## config.mk

```make
export PLATFORM = sky130hd
export DESIGN_NAME = carry_skip_adder_pipe
export DESIGN_NICKNAME = d
export VERILOG_FILES = /design/src/rtl/carry_skip_adder_pipe.sv
export SDC_FILE = /design/constraint.sdc
export NUM_CORES = 1
export LEC_CHECK = 0
export CORE_ASPECT_RATIO = 0.5
export CORE_MARGIN = 5
export CORE_UTILIZATION = 38
export CTS_BUF_LIST = sky130_fd_sc_hd__clkbuf_4 sky130_fd_sc_hd__clkbuf_8
export CTS_CLUSTER_DIAMETER = 80
export CTS_CLUSTER_SIZE = 16
export DETAILED_ROUTE_END_ITERATION = 8
export HOLD_SLACK_MARGIN = 0.05
export PLACE_DENSITY = 0.72
export REMOVE_ABC_BUFFERS = 1
export SYNTH_ARGS = -nofsm -noshare
export SYNTH_HDL_FRONTEND = slang
export SYNTH_SLANG_ARGS = --single-unit
```

## constraint.sdc

```tcl
create_clock -name clk -period 9.2 [get_ports clk]
set_input_delay 1.84 -clock clk [delete_from_list [all_inputs] [get_ports clk]]
set_output_delay 1.84 -clock clk [all_outputs]
set_load 0.02 [all_outputs]
```

## src/rtl/carry_skip_adder_pipe.sv

```systemverilog
// Pipelined carry-skip adder/subtractor with optional signed saturation.
// The carry chain is cut into STAGES segments; each stage adds one segment.
module carry_skip_adder_pipe #(
  parameter int WIDTH  = 32,
  parameter int BLOCK  = 4,
  parameter int STAGES = 2
) (
  input  logic             clk,
  input  logic             rst_n,
  input  logic             in_valid,
  output logic             in_ready,
  input  logic [WIDTH-1:0] x,
  input  logic [WIDTH-1:0] y,
  input  logic             cin,
  input  logic             sub,
  input  logic             sat,
  output logic             out_valid,
  input  logic             out_ready,
  output logic [WIDTH-1:0] sum,
  output logic             cout,
  output logic             ovf
);

  localparam int SEG  = WIDTH / ((STAGES < 1) ? 1 : STAGES);
  localparam int NBLK = SEG / ((BLOCK < 1) ? 1 : BLOCK);
  localparam int LAST = (STAGES < 1) ? 0 : STAGES - 1;

  if (STAGES < 1) begin : g_err_stages
    $error("carry_skip_adder_pipe: STAGES must be >= 1");
  end else if (BLOCK < 1 || (WIDTH % (BLOCK * STAGES)) != 0) begin : g_err_width
    $error("carry_skip_adder_pipe: WIDTH must be a multiple of BLOCK*STAGES");
  end

  // One segment: ripple inside each block, block carry bypassed when all bits propagate.
  function automatic logic [SEG:0] seg_add(input logic [SEG-1:0] a,
                                           input logic [SEG-1:0] b,
                                           input logic           ci);
    logic [SEG-1:0] s;
    logic           c;
    logic           blk_ci;
    logic           prop;
    logic           pj;
    s = '0;
    c = ci;
    for (int bi = 0; bi < NBLK; bi++) begin
      blk_ci = c;
      prop   = 1'b1;
      for (int j = 0; j < BLOCK; j++) begin
        pj                = a[bi*BLOCK+j] ^ b[bi*BLOCK+j];
        s[bi*BLOCK+j]     = pj ^ c;
        c                 = (a[bi*BLOCK+j] & b[bi*BLOCK+j]) | (pj & c);
        prop              = prop & pj;
      end
      c = prop ? blk_ci : c;
    end
    return {c, s};
  endfunction

  logic [WIDTH-1:0] a_q   [STAGES];
  logic [WIDTH-1:0] b_q   [STAGES];
  logic [WIDTH-1:0] s_q   [STAGES];
  logic             c_q   [STAGES];
  logic             sat_q [STAGES];
  logic             v_q   [STAGES];
  logic             rdy   [STAGES];

  // A stage can load when it is empty or its contents move on this cycle.
  always_comb begin
    for (int k = 0; k < STAGES; k++) rdy[k] = 1'b0;
    rdy[LAST] = ~v_q[LAST] | out_ready;
    for (int k = STAGES - 2; k >= 0; k--) rdy[k] = ~v_q[k] | rdy[k+1];
  end

  assign in_ready = rdy[0];

  for (genvar gi = 0; gi < STAGES; gi++) begin : g_stage
    logic [WIDTH-1:0] a_d;
    logic [WIDTH-1:0] b_d;
    logic [WIDTH-1:0] s_prev;
    logic [WIDTH-1:0] s_d;
    logic             c_in;
    logic             sat_d;
    logic             v_d;
    logic [SEG:0]     seg_r;

    if (gi == 0) begin : g_first
      // Subtract folds into an add of the inverted operand and inverted borrow.
      assign a_d    = x;
      assign b_d    = sub ? ~y : y;
      assign c_in   = sub ? ~cin : cin;
      assign s_prev = '0;
      assign sat_d  = sat;
      assign v_d    = in_valid;
    end else begin : g_next
      assign a_d    = a_q[gi-1];
      assign b_d    = b_q[gi-1];
      assign c_in   = c_q[gi-1];
      assign s_prev = s_q[gi-1];
      assign sat_d  = sat_q[gi-1];
      assign v_d    = v_q[gi-1];
    end

    assign seg_r = seg_add(a_d[gi*SEG +: SEG], b_d[gi*SEG +: SEG], c_in);

    always_comb begin
      s_d                = s_prev;
      s_d[gi*SEG +: SEG] = seg_r[SEG-1:0];
    end

    always_ff @(posedge clk or negedge rst_n) begin
      if (!rst_n) begin
        v_q[gi]   <= 1'b0;
        a_q[gi]   <= '0;
        b_q[gi]   <= '0;
        s_q[gi]   <= '0;
        c_q[gi]   <= 1'b0;
        sat_q[gi] <= 1'b0;
      end else if (rdy[gi]) begin
        v_q[gi] <= v_d;
        if (v_d) begin
          a_q[gi]   <= a_d;
          b_q[gi]   <= b_d;
          s_q[gi]   <= s_d;
          c_q[gi]   <= seg_r[SEG];
          sat_q[gi] <= sat_d;
        end
      end
    end
  end

  logic a_msb;
  logic b_msb;
  logic s_msb;
  logic raw_ovf;

  assign a_msb   = a_q[LAST][WIDTH-1];
  assign b_msb   = b_q[LAST][WIDTH-1];
  assign s_msb   = s_q[LAST][WIDTH-1];
  assign raw_ovf = (a_msb == b_msb) & (s_msb != a_msb);

  // Overflow direction follows the shared operand sign; reset state yields all zeros.
  assign out_valid = v_q[LAST];
  assign cout      = c_q[LAST];
  assign ovf       = raw_ovf;
  assign sum       = (sat_q[LAST] & raw_ovf) ? {a_msb, {(WIDTH-1){~a_msb}}} : s_q[LAST];

endmodule

```

==> run summary <==
Outcome: finished, final reports clean
Hold WC Path Type: flip-flop to flip-flop
Site row count: 30
Area Growth Syn to Fin: 31.34%
Synthesized area: 5226 µm²
Dpl hpwl: 8154 µm
Die ar.: 16340 µm²
Main area contributors after synthesis: dfrtp_1 42%, fa_1 12%, mux2_2 11%, ha_1 7.7%, inv_1 4.9%
Crit path largest cell delay: 0.48 ns
MaxCap Viol Count: 0
Area fraction of the dominant cell type after synthesis: 0.4214
Layout Skew: 0.009230 ns
Switching share of power: 0.3645
Post-layout min period: 8.910 ns
Crit Path Category: input port to flip-flop
Largest area contributor in the synthesized netlist: dfrtp_1
Final Hold Vio Count: 0
Largest net degree at the start of global routing: 83
H-tree levels: 3
Syn. warnings: 0
Net Sw Power: 0.5764 mW
P_int: 1.005 mW
Clock share of power: 0.173
Crit path DAT: 9.16 ns
Max Slew Vio Count: 0
RSZ-0062 raised after global routing: no
Finish-stage setup viols: 0
Sink Count: 88
Clock Pin Slew Worst Setup and Hold Paths: 0.08 ns
Die W: 175.9 µm
Netlist cell types: 29
Pre-CTS WS: -1.288 ns
CTS tree: built
Worst VDD drop: 0.07552 mV
CP dominant cell by count: fa_2
Vias: 3515
Fmax: 112.2 MHz
Relative slew slack: 0.2941
Critical Path Fanout Max: 2
IO buf count: 106
Worst setup margin: 0.2901 ns
Wire length of the first global-routing pass: 19020 µm
Most frequent cells in the layout: 102 x clkdlybuf4s50_1, 88 x dfrtp_1, 67 x inv_1, 50 x mux2_2, 36 x nand2_1
Comb pwr share: 0.464
Fillers: 1192
Nets@finish: 722
Hold_buf cts: 0
Area of the core: 13510 µm²
Post-route cell area: 6864 µm²
Detailed router's first-iteration violation count: 115
Clk buf depth: 2
Clock Tree Root: clkbuf_8
DRT antenna net count: 0
Required @ worst endpoint: 9.45 ns
Initial antenna violation count: 0
Register share of total power: 0.363
GP Congestion: 0.7830
Leakage Power: 3.149 nW
Detailed Routing Iterations Pass 1: 4
Final wirelength: 11070 µm
Commonest non-fill, non-tap cell in the layout: clkdlybuf4s50_1
Share of layout cells above drive strength 1: 0.2230
FF+latch count, synth: 88
DR WL/cell: 14.42 µm
# DRC: 0
Worst-Skew Late Latency: 0.36 ns
TNS Setup: 0 ns
Initial Util: 0.3868
Placed cell areas: 6479 µm²
Synthesized area per cell: 11.22 µm²
N_diodes: 0
Post-layout util: 0.5080
Tot GR Track Use: 0.1453
Num CTS Buffers: 9
CP Launch Type: input port
Tightest Pin Transition: 1.055 ns
Register area share after synthesis: 0.4214
CP endpoint kind: flip-flop
Die Span Y: 92.93 µm
Via count of the first global-routing pass: 3958
Crit share post-route: 0.9685
Syn Inst Count: 466
Num ports: 107
Vias per cell: 4.577
Total grt overflow: 0
CP max stage cell: clkdlybuf4s50_1
Pwr/cell area: 230.4 nW/µm²
==> critical path: cells and delay by family <==
family | cells | cell delay, ns
adders and majority gates | 16 | 5.80
buffers and inverters | 4 | 0.71
muxes | 2 | 0.45
AOI/OAI and AO/OA | 2 | 0.20
and+or+nand+nor | 2 | 0.16
==> cells by family after synthesis <==
kind of cell,Yosys count,synth area share
AO/OA/AOI/OAI,78,0.08690
XOR/XNOR,33,0.05530
adder cells (fa/ha/maj),64,0.1992
buffers and inverters,90,0.07182
flip-flops,88,0.4214
multiplexers,51,0.1096
AND/OR/NAND/NOR,62,0.05578
==> layout make-up <==
class | count | area (µm²) | area share
multi-input combinational | 288 | 2730 | 0.3977
inverter | 68 | 255.2 | 0.03719
tap | 176 | 220.2 | 0.03208
timing repair buffer | 132 | 1254 | 0.1826
clock buffer | 9 | 123.9 | 0.01805
sequential | 88 | 2202 | 0.3208
clock inverter | 7 | 78.83 | 0.01148
==> metal layers <==
metal | GRT usage | share of wire | wire length [µm]
met5 | 0 | 0 | 0
met4 | 0.04021 | 0.016 | 180
met3 | 0.03467 | 0.030 | 334
met2 | 0.2709 | 0.54 | 5989
met1 | 0.1677 | 0.41 | 4567
==> worst paths after layout <==
path | startpoint | to | slack [ns] | cells after the start
max in group asynchronous | rst_n | s_q[27]$_DFFE_PN0P_ | 6.73 | 2
worst max register to register | g_stage[1].c_in$_DFFE_PN0P_ | s_msb$_DFFE_PN0P_ | 1.71 | 25
worst min register to register | g_stage[1].s_prev[1]$_DFFE_PN0P_ | g_stage[1].s_prev[1]$_DFFE_PN0P_ | 0.48 | 2
worst max-delay path | x[0] | g_stage[1].s_prev[15]$_DFFE_PN0P_ | 0.29 | 26
worst min-delay path | g_stage[1].s_prev[1]$_DFFE_PN0P_ | g_stage[1].s_prev[1]$_DFFE_PN0P_ | 0.48 | 2
min in group asynchronous | rst_n | s_q[5]$_DFFE_PN0P_ | 1.37 | 1
==> state kept, by name, summed over array words and instances (netlist names), 16 cells and up <==
register	cells
s_q	31
g_stage.s_prev	16
g_stage.b_d	16
g_stage.a_d	16
==> metrics by stage <==
stage	total power, mW	instances	hold slack (ns)
2_1_floorplan	0.9801	444	0.4460
3_3_place_gp	1.279	737	0.4578
3_5_place_dp	1.306	737	0.4660
4_1_cts	1.606	772	0.4873
5_1_grt	1.704	768	0.5204
6_report	1.581	768	0.4833
==> power by group through the flow <==
stage | Combinational [mW] | Clock, mW | Sequential (mW)
2_1_floorplan | 0.418 | 0 | 0.563
3_3_place_gp | 0.703 | 0 | 0.576
3_5_place_dp | 0.721 | 0 | 0.584
4_1_cts | 0.751 | 0.279 | 0.576
5_1_grt | 0.814 | 0.297 | 0.592
6_report | 0.734 | 0.273 | 0.575
==> repair_timing <==
action,in CTS,in global routing
resized for setup,18,6
setup buffers,20,0
pin swaps,10,17
setup endpoints to repair,3,2
==> Yosys cell counts <==
master    instances
a21boi_1          1
a21o_1            4
a21oi_1          24
a21oi_2          10
a22o_1            1
and3_4            1
buf_2            12
buf_4             2
buf_6             2
clkbuf_1          6
dfrtp_1          88
fa_1             32
ha_1             32
inv_1            68
mux2_2           50
mux2i_1           1
nand2_1          40
nand2b_1          3
nand3b_1          2
nand4_1           8
nor2_1            5
nor3b_2           1
o21ai_0          34
o21ai_1           3
o221ai_2          1
or2_2             1
or2_4             1
xnor2_1          15
xor2_1           18
Note: power is estimated with default switching activity, not from simulation.
